--- src/rtl/fifo.sv ---
// Synchronous single-clock FIFO with occupancy flags.
// Optional build macro: FIFO_SHOWAHEAD_EN -- when defined, q presents the
// head word combinationally (zero read latency, rdreq acts as acknowledge);
// when undefined, q is a register loaded on each accepted read.
module fifo #(
  parameter int DATA_W   = 8,
  parameter int DEPTH    = 16,
  parameter int ADDR_W   = 4,
  parameter int AF_LEVEL = 12
) (
  input  logic              clock,
  input  logic              sclr_n,
  input  logic [DATA_W-1:0] data,
  input  logic              wrreq,
  input  logic              rdreq,
  output logic [DATA_W-1:0] q,
  output logic              empty,
  output logic              full,
  output logic              almost_full,
  output logic [ADDR_W-1:0] usedw
);

  localparam logic [ADDR_W:0] FULL_CNT = (ADDR_W+1)'(DEPTH);
  localparam logic [ADDR_W:0] AF_CNT   = (ADDR_W+1)'(AF_LEVEL);

  logic [DATA_W-1:0] mem [DEPTH];

  logic [ADDR_W:0]   count_q, count_d;
  logic [ADDR_W-1:0] wr_ptr_q, wr_ptr_d;
  logic [ADDR_W-1:0] rd_ptr_q, rd_ptr_d;
  logic              wr_acc, rd_acc;

  // Flags are pure decodes of the registered count.
  assign empty       = (count_q == '0);
  assign full        = (count_q == FULL_CNT);
  assign almost_full = (count_q >= AF_CNT);
  // Count DEPTH has all low bits clear, so usedw naturally reads 0 when full.
  assign usedw       = count_q[ADDR_W-1:0];

  assign wr_acc = wrreq && !full;
  assign rd_acc = rdreq && !empty;

  // Next-state for pointers and occupancy count.
  always_comb begin
    wr_ptr_d = wr_ptr_q;
    rd_ptr_d = rd_ptr_q;
    count_d  = count_q;
    if (wr_acc) wr_ptr_d = wr_ptr_q + 1'b1;
    if (rd_acc) rd_ptr_d = rd_ptr_q + 1'b1;
    case ({wr_acc, rd_acc})
      2'b10:   count_d = count_q + 1'b1;
      2'b01:   count_d = count_q - 1'b1;
      default: count_d = count_q;
    endcase
  end

  // Pointer and count registers with synchronous active-low clear.
  always_ff @(posedge clock) begin
    if (!sclr_n) begin
      wr_ptr_q <= '0;
      rd_ptr_q <= '0;
      count_q  <= '0;
    end else begin
      wr_ptr_q <= wr_ptr_d;
      rd_ptr_q <= rd_ptr_d;
      count_q  <= count_d;
    end
  end

  // Storage array; contents are not cleared by reset.
  always_ff @(posedge clock) begin
    if (sclr_n && wr_acc) mem[wr_ptr_q] <= data;
  end

`ifdef FIFO_SHOWAHEAD_EN
  // Head word is visible directly; forced to zero while empty.
  assign q = empty ? '0 : mem[rd_ptr_q];
`else
  logic [DATA_W-1:0] q_q;

  // Output register loaded with the head word on each accepted read.
  always_ff @(posedge clock) begin
    if (!sclr_n)     q_q <= '0;
    else if (rd_acc) q_q <= mem[rd_ptr_q];
  end

  assign q = q_q;
`endif

endmodule

--- config.mk ---
export PLATFORM = sky130hd
export DESIGN_NAME = fifo
export DESIGN_NICKNAME = d
export VERILOG_FILES = /design/src/rtl/fifo.sv
export SDC_FILE = /design/constraint.sdc
export NUM_CORES = 1
export LEC_CHECK = 0
export CELL_PAD_IN_SITES_DETAIL_PLACEMENT = 1
export CELL_PAD_IN_SITES_GLOBAL_PLACEMENT = 1
export CORE_MARGIN = 2
export CORE_UTILIZATION = 48
export CTS_BUF_LIST = sky130_fd_sc_hd__clkbuf_4
export DETAILED_ROUTE_END_ITERATION = 16
export PLACE_DENSITY_LB_ADDON = 0.1
export SETUP_SLACK_MARGIN = 0.15
export SYNTH_ARGS = -nofsm -noshare
export SYNTH_HDL_FRONTEND = slang
export SYNTH_SLANG_ARGS = --single-unit
export TNS_END_PERCENT = 1
--- constraint.sdc ---
create_clock -name clock -period 2.6 [get_ports clock]
set_clock_uncertainty 0.05 [all_clocks]
set_input_delay 0.26 -clock clock [delete_from_list [all_inputs] [get_ports clock]]
set_output_delay 0.26 -clock clock [all_outputs]
set_load 0.01 [all_outputs]
==> results of run 1 <==
-- per-layer routing --
metal,vias up,track usage
met5,-,0
met4,0,0.0771
met3,16,0.0554
met2,79,0.322
met1,1670,0.298
li1,1512,-
-- registers in the layout, summed over array words and instances, names as in the netlist --
name / count
rd_ptr_q: 4
mem: 128
wr_ptr_q: 4
q: 8
count_q: 5
-- report_power, final --
group,internal (W),total (W),switching [W]
clock,0.000683,0.00146,0.000774
sequential,0.00274,0.00285,0.000110
combinational,0.000835,0.00165,0.000813
-- cell type report --
type,instances,area share
sequential,149,0.616
multi-input combinational,187,0.236
timing repair buffer,55,0.0726
tap,168,0.0303
clock buffer,20,0.0217
clock inverter,11,0.0193
inverter,7,0.00379
-- critical path, stage by stage (launching register included) --
cell	delay (ns)
dfxtp_4	0.38
or4_4	0.52
o21a_4	0.23
ha_4	0.18
ha_4	0.24
nor2b_4	0.12
o21ai_2	0.12
a21oi_1	0.08
or3b_1	0.39
mux2i_1	0.12
-- Yosys cell counts, drive strengths merged, types with 5 or more instances --
cell / count
o22ai: 16
nor2: 27
inv: 7
a31oi: 8
clkbuf: 8
ha: 9
dfxtp: 21
nand2: 10
mux4: 16
a22oi: 8
o21ai: 12
mux2i: 34
and2: 11
buf: 14
edfxtp: 128
xnor2: 6
nor2b: 5
-- through the flow --
stage / cells / setup WS [ns] / hold WS (ns) / cell area, µm² / power (W)
global placement: 561 / 0.0724 / 0.463 / 6570 / 0.00438
detailed placement: 561 / 0.00328 / 0.479 / 6570 / 0.00443
CTS: 597 / 0.0732 / 0.497 / 6910 / 0.00596
floorplan: 365 / 0.0123 / 0.309 / 6010 / 0.00384
global route: 597 / -0.0355 / 0.529 / 6930 / 0.00626
finish: 597 / 0.0571 / 0.497 / 6930 / 0.00595
-- logic make-up (layout without fill, tap and decap cells) --
group,count (synthesis),count (layout)
buf+inv,29,93
flops,149,149
compound gates,51,51
mux,50,50
xor+xnor,9,9
fa+ha+maj,10,10
simple gates,67,67
-- timing repair --
item,CTS,global route
pin swaps,7,4
gates resized for setup,4,4
hold endpoints to repair,0,0
buffers inserted,5,0
endpoints found under the setup margin,2,3
-- worst min path at each step --
stage          slack [ns]               from  depth (start not counted)                  end
6_report             0.50  q[7]$_SDFFE_PN0P_                          2    q[7]$_SDFFE_PN0P_
5_1_grt              0.53  q[7]$_SDFFE_PN0P_                          2    q[7]$_SDFFE_PN0P_
4_1_cts              0.50  q[7]$_SDFFE_PN0P_                          2    q[7]$_SDFFE_PN0P_
3_5_place_dp         0.48  q[7]$_SDFFE_PN0P_                          2    q[7]$_SDFFE_PN0P_
3_3_place_gp         0.46  q[7]$_SDFFE_PN0P_                          2    q[7]$_SDFFE_PN0P_
2_1_floorplan        0.31            data[0]                          0  mem[0][0]$_DFFE_PP_
==> impl_metrics.csv, run 1 <==
group,metric,value,unit
timing,post-route-period-util,0.978,
synth,ys_seq_area_frac,0.713,
critical_path,r2r_start,"count_q[1]$_SDFFE_PN0P_",
pwr,p_leak,2.21,nW
finish,area_growth,15.9,%
finish,nets,439,
synth,synth_top_family_by_area,"multiplexers",
routing,vias,3277,
clock_tree,cts_root_buf,"clkbuf_4",
synth,syn-instance-count,365,
synth,synth_top_area_frac,0.643,
critical_path,crit_path_end_kind,"flop",
routing,top_layer,"met4",
synth,async_flop_share,0,
grt,grt_max_degree,51,
clock_tree,clk-insertion-delay-late,0.53,ns
routing,drt_iter0_drc,234,
timing,tns,0,ns
synth,yosys.area_share.simple,0.0567,
die,die_area,13400,µm²
synth,synth_edf_count,128,
synth,synth_adder_area_share,0.0222,
timing,finalHoldViolCount,0,
critical_path,rr_worst_depth,9,
synth,ys.flop_type,"edfxtp_1",
finish,diodes,0,
clock_tree,clk_path_buf_depth,2,
die,io_pins,27,
synth,ys_ff_latch,149,
finish,final_common_cell,"edfxtp_1",
synth,syn-num-nets,387,
critical_path,path_class,"reg2reg",
clock_tree,numCtsBuffers,17,
timing,rsz0062_at_grt,"true",
die,start_util,0.496,
critical_path,reg2reg_to,"count_q[4]$_SDFFE_PN0P_",
synth,synth_compound_area_frac,0.0534,
finish,drive_gt1_frac,0.203,
critical_path,crit_end,"count_q[4]$_SDFFE_PN0P_",
die,fp-row-count,40,
critical_path,setup.worst_path.start_class,"flop",
synth,ys_top_cells_by_area,"edfxtp_1 64%, dfxtp_1 7.0%, mux4_2 6.0%",
grt,antenna_found_initial,0,
routing,ant_nets,0,
grt,grt_pass1_vias,3408,
timing,worstMarginPinSlew,0.721,ns
placement,gp_congestion,0.785,
clock_tree,cts_hold_buf,0,
finish,multi_input_area,1640,µm²
synth,ys_warn_count,0,
synth,muxShareOfSynthArea,0.117,
clock_tree,cts_tree,"done",
placement,port_buffers,26,
routing,dr_wl_met2,6.17,mm
die,die_x,116,µm
finish,fin_util,0.574,
synth,synth-xor-area-share,0.0132,
clock_tree,htree_num_levels,4,
timing,clock.fmax,393,MHz
critical_path,cp.arrival,2.92,ns
timing,finalSetupViolations,0,
synth,syn_area,5980,µm²
routing,viasPerCell,5.49,
finish,fillers,1112,
placement,dpl.hpwl,8.22,mm
pwr,power_per_cell_area,859,nW/µm²
critical_path,critPathMaxFanout,4,
grt,grt_pass1_wl,19.8,mm
synth,avgSynthCellArea,16.4,µm²
timing,fin_crit,2.54,ns
grt,grt_usage,0.212,
hold_path,worstHoldPathType,"reg2reg",
outcome,status,"complete, no violations",
routing,met3WireLength,583,µm
timing,relSlewSlack,0.518,
pwr,peakVddDrop,0.409,mV
die,fp.dieH,116,µm
job,max_cap_viol_count,0,
routing,wl_per_cell,21.6,µm
clock_tree,clk_pin_slew_worst_paths,0.11,ns
die,core_area,12100,µm²
routing,dr.pass1.iters,4,
clock_tree,clock_sinks,149,
critical_path,rrSetupSlack,0.06,ns
synth,yosysTopAreaCell,"edfxtp_1",
finish,seq_area,4270,µm²
synth,yosysUniqueCellTypes,37,
finish,final_cell_mix,"128 x edfxtp_1, 34 x mux2i_1, 27 x nor2_1, 27 x buf_4, 26 x clkdlybuf4s50_1",
grt,grt_remaining_overflow,0,
routing,post-route-drc-count,0,
routing,met1_length,5.90,mm
routing,wl,12.9,mm
critical_path,worstPathRequired,2.98,ns
critical_path,startpoint,"count_q[1]$_SDFFE_PN0P_",
timing,drv_slew,0,
(Power assumes the default switching activity.)
==> run 2: changes to the inputs <==
--- a/config.mk
+++ b/config.mk
@@ -7,12 +7,14 @@
 export LEC_CHECK = 0
 export CELL_PAD_IN_SITES_DETAIL_PLACEMENT = 1
 export CELL_PAD_IN_SITES_GLOBAL_PLACEMENT = 1
+export CORE_ASPECT_RATIO = 1.75
 export CORE_MARGIN = 2
 export CORE_UTILIZATION = 48
 export CTS_BUF_LIST = sky130_fd_sc_hd__clkbuf_4
 export DETAILED_ROUTE_END_ITERATION = 16
 export PLACE_DENSITY_LB_ADDON = 0.1
 export SETUP_SLACK_MARGIN = 0.15
+export SLEW_MARGIN = 20
 export SYNTH_ARGS = -nofsm -noshare
 export SYNTH_HDL_FRONTEND = slang
 export SYNTH_SLANG_ARGS = --single-unit
==> run 2 against run 1 <==
Effect of this change: final area is 0.47% lower; highest routed layer unchanged; wire length is 3.4% higher; via count is 1.4% lower; clock-buffer cell count is 3 lower; clock power is 5% lower; sequential share of layout area is 0.25 points higher; worst setup slack better by 0.0016 ns; non-clock buffer count is 2 lower; critical endpoint unchanged; sequential power hardly changed; core utilization is 1.4 points lower; critical path depth stayed put.
==> impl_metrics.csv, run 2 (synthesized netlist as in run 1, its figures left out) <==
group,metric,value,unit
placement,port_buffers,26,
pwr,p_sw,0.00177,W
finish,final_cell_mix,"128 x edfxtp_1, 34 x mux2i_1, 27 x nor2_1, 25 x clkdlybuf4s50_1, 24 x buf_4",
timing,relSlewSlack,0.542,
clock_tree,clk_path_buf_depth,2,
clock_tree,clk-insertion-delay-late,0.53,ns
clock_tree,numCtsBuffers,17,
pwr,p_int,0.00401,W
job,max_cap_viol_count,0,
timing,finalHoldViolCount,0,
routing,drt_iter0_drc,117,
placement,gp_congestion,0.835,
timing,post-route-period-util,0.977,
finish,drive_gt1_frac,0.206,
pwr,power_per_cell_area,837,nW/µm²
finish,fin_util,0.561,
grt,grt_remaining_overflow,0,
critical_path,critPathMaxFanout,4,
outcome,status,"complete, no violations",
timing,fin_crit,2.54,ns
grt,grt_usage,0.217,
grt,grt_max_degree,26,
timing,finalSetupViolations,0,
clock_tree,cts_tree,"done",
pwr,p_leak,2.20,nW
timing,layout_setup_ws,0.0587,ns
die,start_util,0.486,
grt,antenna_found_initial,1,
placement,dpl.hpwl,9.42,mm
timing,worstMarginPinSlew,0.684,ns
grt,grt_pass1_vias,3459,
clock_tree,clock_sinks,149,
die,die_x,88.4,µm
critical_path,crit_path_end_kind,"flop",
routing,dr.pass1.iters,4,
pwr,p_comb_frac,0.269,
pwr,peakVddDrop,0.416,mV
placement,dpl_cell_area,6600,µm²
die,fp-row-count,54,
clock_tree,clk_pin_slew_worst_paths,0.13,ns
timing,drv_slew,0,
routing,wl_per_cell,22.4,µm
finish,largest_register_ffs,128,
grt,grt_pass1_wl,20.0,mm
clock_tree,cts_root_buf,"clkbuf_4",
critical_path,cp.arrival,2.92,ns
finish,final_common_cell,"edfxtp_1",
routing,wl,13.4,mm
clock_tree,htree_num_levels,4,
pwr,pwr-share-clk,0.238,
die,die_area,13400,µm²
finish,regMostFlops,"mem",
routing,viasPerCell,5.41,
pwr,p_sw_frac,0.306,
placement,dp_slack,0.0180,ns
die,io_pins,27,
timing,hold-worst-slack,0.482,ns
critical_path,worstPathRequired,2.98,ns
routing,post-route-drc-count,0,
critical_path,setup.worst_path.start_class,"flop",
pwr,p_seq_frac,0.493,
finish,final_area,6900,µm²
die,core_area,12300,µm²
finish,nets,437,
timing,rsz0062_at_grt,"true",
finish,area_growth,15.4,%
critical_path,path_class,"reg2reg",
hold_path,worstHoldPathType,"reg2reg",
routing,vias,3230,
die,fp.dieH,152,µm
routing,ant_nets,0,
timing,clock.fmax,393,MHz
[run 2: cell types whose count changed in the layout (fill, tap and decap cells not counted), moves of 2 or more]
| cell | delta |
|---|---|
| buf_4 | -3 |
| bufinv_16 | -2 |
| clkbuf_4 | -3 |
| clkinv_1 | -5 |
| clkinv_2 | +2 |
| clkinv_4 | +4 |
| inv_6 | +2 |
| inv_8 | +2 |
[run 2: worst max-delay path: stages, from the launching register on]
cell	delay, ns
dfxtp_2	0.36
or4_4	0.54
o21a_4	0.22
ha_4	0.18
ha_4	0.22
nor2b_1	0.12
o21ai_1	0.17
a21oi_1	0.09
or3b_1	0.37
mux2i_1	0.12
[run 2: per-stage QoR]
stage,power (W),cells,TNS (ns)
2_1_floorplan,0.00384,365,0
3_3_place_gp,0.00441,563,0
3_5_place_dp,0.00445,563,0
4_1_cts,0.00585,596,0
5_1_grt,0.00608,597,-0.00481
6_report,0.00577,597,0
[run 2: area by class of cell]
class / count / area [µm²]
repair buffers: 53 / 503
flip-flops and latches: 149 / 4270
clock buffers: 17 / 128
multi-input cells: 187 / 1610
inverters: 7 / 26.3
diodes: 1 / 2.50
clock inverters: 15 / 148
fillers: 1183 / 5400
well taps: 168 / 210
[run 2: worst paths after layout]
path                                start                 endpoint  slack (ns)  depth (start not counted)
hold reg to reg         q[1]$_SDFFE_PN0P_        q[1]$_SDFFE_PN0P_        0.48                          2
setup / recovery  count_q[1]$_SDFFE_PN0P_  count_q[4]$_SDFFE_PN0P_        0.06                          9
setup reg to reg  count_q[1]$_SDFFE_PN0P_  count_q[4]$_SDFFE_PN0P_        0.06                          9
hold / removal          q[1]$_SDFFE_PN0P_        q[1]$_SDFFE_PN0P_        0.48                          2
[run 2: what timing repair did]
item,4_1_cts,5_1_grt
pin swaps,2,1
gates resized for setup,1,2
setup endpoints to repair,2,3
buffers inserted,1,0
hold buffers,0,0
[run 2: power groups by stage]
stage	clock network (W)	registers (W)	logic [W]
after floorplan	0	0.00291	0.000929
after CTS	0.00142	0.00285	0.00158
after global routing	0.00152	0.00286	0.00170
final	0.00138	0.00285	0.00155
after global placement	0	0.00288	0.00153
after detailed placement	0	0.00290	0.00156
[run 2: metal layers]
layer / track usage / wire (µm) / vias up
met2: 0.405 / 7620 / 59
met3: 0.0455 / 328 / 19
met4: 0.0727 / 312 / 0
met1: 0.238 / 5100 / 1646
met5: 0 / 0 / -
li1: - / - / 1506
